### config.mk
export PLATFORM = sky130hd
export DESIGN_NAME = fetch_unit_flat
export DESIGN_NICKNAME = d
export VERILOG_FILES = /design/src/rtl/fetch_unit_if.sv /design/src/rtl/fetch_unit.sv /design/src/flat_wrapper.sv
export SDC_FILE = /design/constraint.sdc
export NUM_CORES = 1
export LEC_CHECK = 0
export CAP_MARGIN = 30
export CORE_ASPECT_RATIO = 0.75
export CORE_MARGIN = 10
export CORE_UTILIZATION = 40
export DETAILED_ROUTE_END_ITERATION = 12
export PLACE_DENSITY_LB_ADDON = 0.05
export SETUP_SLACK_MARGIN = 0.05
export SYNTH_ARGS = -nofsm -noshare
export SYNTH_HDL_FRONTEND = slang
export SYNTH_SLANG_ARGS = --single-unit
### constraint.sdc
create_clock -name Clk -period 6.2 [get_ports Clk]
set_input_delay 0.93 -clock Clk [delete_from_list [all_inputs] [get_ports Clk]]
set_output_delay 0.93 -clock Clk [all_outputs]
set_load 0.02 [all_outputs]
### src/rtl/fetch_unit_if.sv
// Fetch-unit bus bundle: instruction-memory read channel, decode-side hand-off and redirect inputs.
interface fetch_unit_if;
  logic        Mem_Req;
  logic [31:0] Mem_Addr;
  logic        Mem_Ack;
  logic [31:0] Mem_Data;
  logic        Instr_Valid;
  logic        Instr_Ready;
  logic [31:0] Instr;
  logic [5:0]  Opcode;
  logic [4:0]  Rs;
  logic [4:0]  Rd;
  logic [4:0]  Rt;
  logic [15:0] Imm16;
  logic [31:0] PC;
  logic        PC_Sel;
  logic [31:0] Imm_Ext;
  logic        Flush;
  logic [31:0] Flush_Addr;

  modport master (
    output Mem_Req, Mem_Addr, Instr_Valid, Instr, Opcode, Rs, Rd, Rt, Imm16, PC,
    input  Mem_Ack, Mem_Data, Instr_Ready, PC_Sel, Imm_Ext, Flush, Flush_Addr
  );

  modport slave (
    input  Mem_Req, Mem_Addr, Instr_Valid, Instr, Opcode, Rs, Rd, Rt, Imm16, PC,
    output Mem_Ack, Mem_Data, Instr_Ready, PC_Sel, Imm_Ext, Flush, Flush_Addr
  );
endinterface

### src/rtl/fetch_unit.sv
// Instruction fetch stage: issues word reads, holds the returned instruction in IR until decode
// accepts it, and redirects on branch or flush (draining any read that cannot be cancelled).
module fetch_unit #(
  parameter logic [31:0] RESET_PC = 32'h0000_0000
) (
  input logic          Clk,
  input logic          Reset,
  fetch_unit_if.master bus
);

  localparam int unsigned XLEN = 32;
  localparam logic [XLEN-1:0] RESET_ADDR = {RESET_PC[XLEN-1:2], 2'b00};

  typedef enum logic [1:0] {IDLE, FETCH, HOLD, DRAIN} state_e;

  state_e          state_q, state_d;
  logic            mem_req_q, mem_req_d;
  logic [XLEN-1:0] mem_addr_q, mem_addr_d;
  logic            valid_q, valid_d;
  logic [XLEN-1:0] ir_q, ir_d;
  logic [XLEN-1:0] pc_q, pc_d;
  logic [XLEN-1:0] pend_q, pend_d;

  logic [XLEN-1:0] flush_tgt;
  logic [XLEN-1:0] seq_pc;
  logic [XLEN-1:0] br_pc;
  logic [XLEN-1:0] next_pc;
  logic [XLEN-1:0] drain_tgt;

  // Redirect targets are word aligned; arithmetic wraps naturally at 32 bits.
  assign flush_tgt = {bus.Flush_Addr[XLEN-1:2], 2'b00};
  assign seq_pc    = pc_q + XLEN'(4);
  assign br_pc     = bus.PC_Sel ? (seq_pc + bus.Imm_Ext) : seq_pc;
  assign next_pc   = {br_pc[XLEN-1:2], 2'b00};
  assign drain_tgt = bus.Flush ? flush_tgt : pend_q;

  always_ff @(posedge Clk or posedge Reset) begin
    if (Reset) begin
      state_q    <= IDLE;
      mem_req_q  <= 1'b0;
      mem_addr_q <= RESET_ADDR;
      valid_q    <= 1'b0;
      ir_q       <= '0;
      pc_q       <= RESET_ADDR;
      pend_q     <= RESET_ADDR;
    end else begin
      state_q    <= state_d;
      mem_req_q  <= mem_req_d;
      mem_addr_q <= mem_addr_d;
      valid_q    <= valid_d;
      ir_q       <= ir_d;
      pc_q       <= pc_d;
      pend_q     <= pend_d;
    end
  end

  always_comb begin
    state_d    = state_q;
    mem_req_d  = mem_req_q;
    mem_addr_d = mem_addr_q;
    valid_d    = valid_q;
    ir_d       = ir_q;
    pc_d       = pc_q;
    pend_d     = pend_q;

    case (state_q)
      IDLE: begin
        state_d   = FETCH;
        mem_req_d = 1'b1;
        if (bus.Flush) mem_addr_d = flush_tgt;
      end
      FETCH: begin
        if (bus.Mem_Ack) begin
          if (bus.Flush) begin
            mem_addr_d = flush_tgt;
          end else begin
            ir_d      = bus.Mem_Data;
            pc_d      = mem_addr_q;
            valid_d   = 1'b1;
            mem_req_d = 1'b0;
            state_d   = HOLD;
          end
        end else if (bus.Flush) begin
          // Outstanding read cannot be withdrawn; remember where to go once it lands.
          pend_d  = flush_tgt;
          state_d = DRAIN;
        end
      end
      HOLD: begin
        if (bus.Flush) begin
          valid_d    = 1'b0;
          mem_addr_d = flush_tgt;
          mem_req_d  = 1'b1;
          state_d    = FETCH;
        end else if (bus.Instr_Ready) begin
          valid_d    = 1'b0;
          mem_addr_d = next_pc;
          mem_req_d  = 1'b1;
          state_d    = FETCH;
        end
      end
      DRAIN: begin
        if (bus.Flush) pend_d = flush_tgt;
        if (bus.Mem_Ack) begin
          mem_addr_d = drain_tgt;
          state_d    = FETCH;
        end
      end
    endcase
  end

  assign bus.Mem_Req     = mem_req_q;
  assign bus.Mem_Addr    = mem_addr_q;
  assign bus.Instr_Valid = valid_q;
  assign bus.Instr       = ir_q;
  assign bus.PC          = pc_q;
  assign bus.Opcode      = ir_q[31:26];
  assign bus.Rs          = ir_q[25:21];
  assign bus.Rd          = ir_q[20:16];
  assign bus.Rt          = ir_q[15:11];
  assign bus.Imm16       = ir_q[15:0];

endmodule

### src/flat_wrapper.sv
// flat-port wrapper written by rule: the top's interface ports become plain ports
module fetch_unit_flat 
#(
  parameter logic [31:0] RESET_PC = 32'h0000_0000
)
  (Clk, Reset, bus_Mem_Req, bus_Mem_Addr, bus_Instr_Valid, bus_Instr, bus_Opcode, bus_Rs, bus_Rd, bus_Rt, bus_Imm16, bus_PC, bus_Mem_Ack, bus_Mem_Data, bus_Instr_Ready, bus_PC_Sel, bus_Imm_Ext, bus_Flush, bus_Flush_Addr);
  fetch_unit_if bus_i ();
  input logic Clk;
  input logic Reset;
  output wire logic [$bits(bus_i.Mem_Req)-1:0] bus_Mem_Req;
  output wire logic [$bits(bus_i.Mem_Addr)-1:0] bus_Mem_Addr;
  output wire logic [$bits(bus_i.Instr_Valid)-1:0] bus_Instr_Valid;
  output wire logic [$bits(bus_i.Instr)-1:0] bus_Instr;
  output wire logic [$bits(bus_i.Opcode)-1:0] bus_Opcode;
  output wire logic [$bits(bus_i.Rs)-1:0] bus_Rs;
  output wire logic [$bits(bus_i.Rd)-1:0] bus_Rd;
  output wire logic [$bits(bus_i.Rt)-1:0] bus_Rt;
  output wire logic [$bits(bus_i.Imm16)-1:0] bus_Imm16;
  output wire logic [$bits(bus_i.PC)-1:0] bus_PC;
  input wire logic [$bits(bus_i.Mem_Ack)-1:0] bus_Mem_Ack;
  input wire logic [$bits(bus_i.Mem_Data)-1:0] bus_Mem_Data;
  input wire logic [$bits(bus_i.Instr_Ready)-1:0] bus_Instr_Ready;
  input wire logic [$bits(bus_i.PC_Sel)-1:0] bus_PC_Sel;
  input wire logic [$bits(bus_i.Imm_Ext)-1:0] bus_Imm_Ext;
  input wire logic [$bits(bus_i.Flush)-1:0] bus_Flush;
  input wire logic [$bits(bus_i.Flush_Addr)-1:0] bus_Flush_Addr;
  assign bus_Mem_Req = bus_i.Mem_Req;
  assign bus_Mem_Addr = bus_i.Mem_Addr;
  assign bus_Instr_Valid = bus_i.Instr_Valid;
  assign bus_Instr = bus_i.Instr;
  assign bus_Opcode = bus_i.Opcode;
  assign bus_Rs = bus_i.Rs;
  assign bus_Rd = bus_i.Rd;
  assign bus_Rt = bus_i.Rt;
  assign bus_Imm16 = bus_i.Imm16;
  assign bus_PC = bus_i.PC;
  assign bus_i.Mem_Ack = bus_Mem_Ack;
  assign bus_i.Mem_Data = bus_Mem_Data;
  assign bus_i.Instr_Ready = bus_Instr_Ready;
  assign bus_i.PC_Sel = bus_PC_Sel;
  assign bus_i.Imm_Ext = bus_Imm_Ext;
  assign bus_i.Flush = bus_Flush;
  assign bus_i.Flush_Addr = bus_Flush_Addr;
  fetch_unit #(.RESET_PC(RESET_PC)) u_core (.Clk(Clk), .Reset(Reset), .bus(bus_i));
endmodule
==> summary.md, run 1 <==
| Metric | Value |
|---|---|
| Outcome | `completed` |
| Via/cell ratio | `5.42` |
| First-pass GRT wire length | `roughly 43 mm` |
| Top_reg_cell synth | `dfrtp_1` |
| Largest net degree at the start of global routing | `83` |
| Total Power | `0.00501 W` |
| Worst-path clk slew | `0.06 ns` |
| Proportion of layout cells with a drive suffix above 1 | `between 10% and 20%` |
| Largest area contributor in the netlist | `dfrtp_1` |
| Hold Path Class | `register to register` |
| Relative slew slack | `31.8%` |
| Setup TNS | `0 ns` |
| RSZ-0062 raised after global routing | `no` |
| Syn_nets | `986` |
| # rows | `45` |
| Gpl congestion | `0.864` |
| Placed insts | `1300` |
| CTS Hold Buffers Added | `0` |
| Worst Path Arrival | `4.51 ns` |
| #FFs+latches synth | `132` |
| Wire per inst | `around 21 um` |
| Nature of the critical path startpoint | `register` |
| Most frequent cells in the layout | `234 x clkdlybuf4s50_1, 131 x dfrtp_1, 86 x mux2_2` |
| DP HPWL | `20.4 mm` |
| Cells on worst reg2reg path | `16` |
| Final min period | `4.23 ns` |
| PostCTS Resize Cnt | `0` |
| Post-synthesis cell count | `848` |
| Final period utilization | `68.2%` |
| Synth-to-Final Area Change | `36.8%` |
| WL final | `approximately 28 mm` |
| Remaining DRCs | `0` |
| MaxCap Viol Count | `0` |
| Most common cell after layout, fill and taps aside | `clkdlybuf4s50_1` |
| CTS tree | `yes` |
| Smallest hold slack | `0.502 ns` |
| Clk buf depth | `2` |
| Sink Count | `between 100 and 150` |
| Height of the die | `145 um` |
| Vias in the first global route | `slightly above 7000` |
| Drt initial violations | `565` |
| Number of iterations in the first detailed-routing pass | `5` |
| Non-Filler Instances | `between 1000 and 1500` |
| Synth Cell Area | `approximately 8300 um2` |
| Crit path kind | `register to register` |
| Post-CTS Setup Inserts | `0` |
| Yosys cell types | `between 70 and 80` |
| VDD IR-drop max | `0.214 mV` |
| Final Util | `55.9%` |
| Final Hold Viols | `0` |
| Initial antenna violation count | `1` |
| Die ar. | `~27000 um2` |
| Worst clock skew | `0.0128 ns` |
| Syn Area/Cell | `9.80 um2` |
| Vias | `7217` |
| Clk root buf | `clkbuf_16` |
| Total GRT Usage | `20.2%` |
| Number of synthesized flops with an enable pin | `0` |
| Clk Latency, worst-skew pair | `0.42 ns` |
| Final max-slew violation count | `0` |
| Total gr overflow | `0` |
| Synth area leaders | `dfrtp_1 40%, mux2_2 12%, ha_1 5.4%` |
| Initial core utilization | `40.9%` |
| Final setup fails | `0` |
| Sequential area share after synthesis | `between 30% and 40%` |
| Critical Path RT | `approximately 6.5 ns` |
| Worst slew pin tran | `1.01 ns` |
| FFs w/ async S/R, synth | `100%` |
| Input/output buffers | `~230` |
| CTS Buf Count | `17` |
| Die outline width | `between 150 and 200 um` |
| Layout net count | `1175` |
| Crit Path Max Fanout | `7` |
| Core Region | `20300 um2` |
| Post-route ant nets | `0` |
| Pwr/cell area | `440 nW/um2` |
| Leakage | `4.64 nW` |
| Yosys warns | `0` |
| H-tree depth | `4` |
| Fmax | `237 MHz` |
| Crit. End Element | `register` |
| Top cell type's share of synthesized area | `39.8%` |
| Top Ports | `237` |
| Hold depth | `2` |
## Yosys cell counts (13+ instances only)
cell / instances
dfrtp_1: 132
mux2_2: 86
nand2_1: 70
nor2_1: 62
o21ai_0: 54
a21oi_1: 49
buf_4: 37
ha_1: 36
xnor2_1: 36
clkbuf_1: 33
nand3_1: 19
inv_1: 14
a21o_1: 13
a221oi_1: 13
## state kept, by name, indices dropped and copies added (netlist names)
register	count
u_core.bus.Instr	32
u_core.bus.Instr_Valid	1
u_core.bus.Mem_Addr	32
u_core.bus.Mem_Req	1
u_core.bus.PC	32
u_core.pend_q	32
u_core.state_q	2
## routing by layer
metal / GRT usage, % / vias up / wire, um
met5: 0 / - / 0
met4: 4.10 / 0 / 227
met3: 5.02 / 13 / 1840
met2: 31.9 / 240 / 12700
met1: 27.5 / 3510 / 13100
li1: - / 3454 / -
## critical path, cell delays in order, from the launching register on
cell and delay [ns]:
dfrtp_1 0.43, ha_1 0.21, nand3_1 0.20, nor3_2 0.16, buf_4 0.22, nand2_1 0.14, xnor2_1 0.29, ha_1 0.33
a211oi_1 0.26, nor2_1 0.11, o41ai_1 0.32, nand3_1 0.25, a41oi_1 0.48, o21ai_1 0.15, xor2_1 0.16, o21ai_0 0.25
o21ai_1 0.12
## kinds of logic after synthesis
family / count (synthesis) / synth area share [%]
AO/OA/AOI/OAI: 231 / 19.0
adder cells (fa/ha/maj): 36 / 5.42
buffers and inverters: 92 / 5.84
flip-flops: 132 / 39.8
multiplexers: 95 / 12.7
XOR/XNOR: 49 / 5.35
AND/OR/NAND/NOR: 213 / 11.9
## report_power, final
group          internal (W)  total [W]  switching, W
Combinational       0.00119    0.00249       0.00130
Clock              0.000746    0.00114      0.000397
Sequential          0.00111    0.00137      0.000264
## final timing paths
check	endpoint	start	slack, ns
max	u_core.bus.Mem_Addr[25]$_DFFE_PP0P_	u_core.bus.PC[2]$_DFFE_PP0P_	1.97
min	u_core.bus.Instr_Valid$_DFFE_PP0P_	u_core.bus.Instr_Valid$_DFFE_PP0P_	0.50
max reg2reg	u_core.bus.Mem_Addr[25]$_DFFE_PP0P_	u_core.bus.PC[2]$_DFFE_PP0P_	1.97
min reg2reg	u_core.bus.Instr_Valid$_DFFE_PP0P_	u_core.bus.Instr_Valid$_DFFE_PP0P_	0.50
max in group asynchronous	u_core.state_q[0]$_DFFE_PP0P_	Reset	3.93
min in group asynchronous	u_core.bus.Instr[5]$_DFFE_PP0P_	Reset	1.03
## layout make-up
type	count	area [um2]
flip-flops and latches	132	3300
repair buffers	246	2430
diodes	1	2.50
multi-input cells	624	4550
clock inverters	11	198
well taps	282	353
fillers	1812	8960
clock buffers	20	467
inverters	16	65.1
## metrics by stage
step	cell area (um2)	worst slack, ns
after floorplan	8310	1.74
after global placement	10700	2.14
after CTS	11400	2.10
after detailed placement	10700	2.15
after global routing	11400	1.79
final	11400	1.97
Power figures use the tool's default switching activity.
==> inputs of run 2 (changes only) <==
==> constraint.sdc (replaced) <==
create_clock -name Clk -period 4.4 [get_ports Clk]
set_input_delay 0.66 -clock Clk [delete_from_list [all_inputs] [get_ports Clk]]
set_output_delay 0.66 -clock Clk [all_outputs]
set_load 0.02 [all_outputs]
==> run 2 against run 1 <==
Critical path depth unchanged; clock skew down 0.0043 ns; via count decreased by 0.11%; sequential cell count stayed put; cell count increased by 0.60%; global-route usage is 0.67 points lower; worst hold slack got worse by 0.0011 ns; combinational power increased by 42%; non-clock buffer count rose by 7; critical path type unchanged.
==> summary.md, run 2 (synthesis gave the netlist of run 1 again) <==
| Metric | Value |
|---|---|
| WL met2 | `12.5 mm (-2.2%)` |
| Critical Path RT | `4.71 ns (-1.78 ns)` |
| Worst-path clk slew | `0.06 ns (about the same)` |
| Crit. End Element | `register` |
| Hold depth | `1 (-1)` |
| Worst slew pin tran | `0.936 ns (-0.0767 ns)` |
| Clk pwr share | `20.5% (-2.3 points)` |
| Clk root buf | `clkbuf_16` |
| Max Used Layer | `met4` |
| RSZ-0062 raised after global routing | `no` |
| CTS tree | `yes` |
| Post-route ant nets | `0 (unchanged)` |
| Final Hold Viols | `0 (unchanged)` |
| NetSw | `0.00276 W (+41%)` |
| Vias in the first global route | `7095 (-0.23%)` |
| FF-to-FF End | `u_core.bus.Mem_Addr[31]$_DFFE_PP0P_` |
| H-tree depth | `4 (unchanged)` |
| CTS Hold Buffers Added | `0 (unchanged)` |
| Fillers | `1852 (+2.2%)` |
| MaxCap Viol Count | `0 (unchanged)` |
| VDD IR-drop max | `0.289 mV (+35%)` |
| Final min period | `4.06 ns (-0.170 ns)` |
| Gpl congestion | `0.871 (+0.82%)` |
| Net Sw Frac | `40.3% (+1.1 points)` |
| Core Region | `20300 um2 (unchanged)` |
| Vias | `7209 (-0.11%)` |
| Worst clock skew | `0.00847 ns (-0.00428 ns)` |
| Crit path kind | `register to register` |
| Drt initial violations | `513 (-9.2%)` |
| Setup ws final | `0.342 ns (-1.63 ns)` |
| Worst r2r src | `u_core.bus.PC[2]$_DFFE_PP0P_` |
| Most common cell after layout, fill and taps aside | `clkdlybuf4s50_1` |
| Input/output buffers | `234 (unchanged)` |
| Synth-to-Final Area Change | `36.5%` |
| Top Ports | `237 (unchanged)` |
| Placed insts | `1307 (+0.54%)` |
| Die ar. | `27000 um2 (unchanged)` |
| Pwr/cell area | `605 nW/um2 (+37%)` |
| Wire per inst | `20.5 um (-2.5%)` |
| Pre-CTS setup slack | `0.355 ns (-1.80 ns)` |
| Leakage | `4.62 nW (-0.38%)` |
| CTS Buf Count | `17 (unchanged)` |
| Sequential cell area | `3300 um2 (unchanged)` |
| Number of iterations in the first detailed-routing pass | `5 (unchanged)` |
| First-pass GRT wire length | `41.5 mm (-3.4%)` |
| Setup TNS | `0 ns (unchanged)` |
| DP HPWL | `20.6 mm (+1.3%)` |
| Smallest hold slack | `0.501 ns (-0.00114 ns)` |
| Hold Path Class | `register to register` |
| Reg power frac | `28.0% (+0.6 points)` |
| WL final | `27.4 mm (-1.9%)` |
| Outcome | `completed` |
| Initial core utilization | `40.9% (unchanged)` |
| Most frequent cells in the layout | `234 x clkdlybuf4s50_1, 131 x dfrtp_1, 86 x mux2_2` |
| Routed wl met3 | `1.84 mm (about the same)` |
| Final setup fails | `0 (unchanged)` |
| Crit Path Max Fanout | `6 (-1)` |
| Fmax | `246 MHz (+4.2%)` |
| Area of the multi-input gates | `4560 um2 (+0.17%)` |
| Hold EP | `u_core.pend_q[1]$_DFFE_PP0P_` |
| Nature of the critical path startpoint | `register` |
| Relative slew slack | `37.0% (+5.2 points)` |
| Via/cell ratio | `5.38 (-0.71%)` |
| Clk Latency, worst-skew pair | `0.42 ns (about the same)` |
| HP Start | `u_core.pend_q[1]$_DFFE_PP0P_` |
| Total GRT Usage | `19.5% (-0.67 points)` |
| Non-Filler Instances | `1340 (+0.60%)` |
| Clk buf depth | `2 (unchanged)` |
| Final period utilization | `92.2% (+24 points)` |
| Reg2reg setup slack | `0.34 ns (-1.63 ns)` |
| Layout net count | `1182 (+0.60%)` |
| Worst Path Arrival | `4.37 ns (-0.14 ns)` |
| Total gr overflow | `0 (unchanged)` |
| Height of the die | `145 um (unchanged)` |
| Proportion of layout cells with a drive suffix above 1 | `15.4% (+0.65 points)` |
| # rows | `45 (unchanged)` |
| Final max-slew violation count | `0 (unchanged)` |
| Int Pwr | `0.00410 W (+35%)` |
| Remaining DRCs | `0 (unchanged)` |
| Initial antenna violation count | `1 (unchanged)` |
| Gate power share | `51.5% (+1.8 points)` |
| Cells on worst reg2reg path | `16 (unchanged)` |
| Sink Count | `132 (unchanged)` |
| Largest net degree at the start of global routing | `78 (-6.0%)` |
| Wire length on met1 | `12.8 mm (-2.4%)` |
| Die outline width | `186 um (unchanged)` |
run 2: cell types whose count changed in the layout (fill, tap and decap cells not counted), sizes merged:
cell	change
buf	+7
clkbuf	-1
clkinv	+2
clkinvlp	+4
inv	-1
bufinv	-3
run 2: cell type report:
type                       instances  area share (%)
timing repair buffer             253            21.9
multi-input combinational        624            40.2
tap                              282            3.11
sequential                       132            29.1
clock buffer                      19            3.90
antenna                            1          0.0221
inverter                          16           0.574
clock inverter                    13            1.19
run 2: worst max-delay path, stage by stage (launching register included):
cell	delay (ns)
dfrtp_1	0.44
ha_1	0.21
nand3_1	0.20
nor3_2	0.28
buf_4	0.24
nand4_1	0.13
xnor2_1	0.19
ha_1	0.33
nand2_1	0.08
o21ai_0	0.36
nor2_1	0.10
o21ai_1	0.39
nand2_1	0.16
o21ai_1	0.28
o21bai_1	0.15
xnor2_1	0.14
o31a_1	0.27
run 2: how the worst max path moves through the flow:
stage,start,end,slack (ns)
floorplan,Reset,u_core.bus.Instr[0]$_DFFE_PP0P_,0.21
global placement,u_core.bus.PC[2]$_DFFE_PP0P_,u_core.bus.Mem_Addr[25]$_DFFE_PP0P_,0.43
detailed placement,u_core.bus.PC[2]$_DFFE_PP0P_,u_core.bus.Mem_Addr[25]$_DFFE_PP0P_,0.36
CTS,u_core.bus.PC[2]$_DFFE_PP0P_,u_core.bus.Mem_Addr[25]$_DFFE_PP0P_,0.35
global route,u_core.bus.PC[6]$_DFFE_PP0P_,u_core.bus.Mem_Addr[25]$_DFFE_PP0P_,0.07
finish,u_core.bus.PC[2]$_DFFE_PP0P_,u_core.bus.Mem_Addr[31]$_DFFE_PP0P_,0.34
run 2: timing repair:
| item | in CTS | in global routing |
|---|---|---|
| setup endpoints to repair | 0 | 2 |
| buffers inserted | 0 | 0 |
| gates resized for setup | 0 | 1 |
run 2: per-stage QoR:
stage	total power [W]	util (%)	cell area [um2]
2_1_floorplan	0.00419	-	8310
3_3_place_gp	0.00544	52.9	10800
3_5_place_dp	0.00546	52.9	10800
4_1_cts	0.00690	55.8	11300
5_1_grt	0.00728	55.8	11300
6_report	0.00686	55.8	11300
run 2: power by group through the flow:
stage / combinational [W] / clock [W] / sequential [W]
after floorplan: 0.00197 / 0 / 0.00222
after global placement: 0.00351 / 0 / 0.00193
after detailed placement: 0.00352 / 0 / 0.00194
after CTS: 0.00354 / 0.00144 / 0.00193
after global routing: 0.00381 / 0.00148 / 0.00199
final: 0.00353 / 0.00141 / 0.00192
run 2: metal layers:
metal | global-route usage, % | vias up
met2 | 30.5 | 225
met4 | 5.03 | 0
li1 | - | 3460
met1 | 26.5 | 3504
met5 | 0 | -
met3 | 4.93 | 20
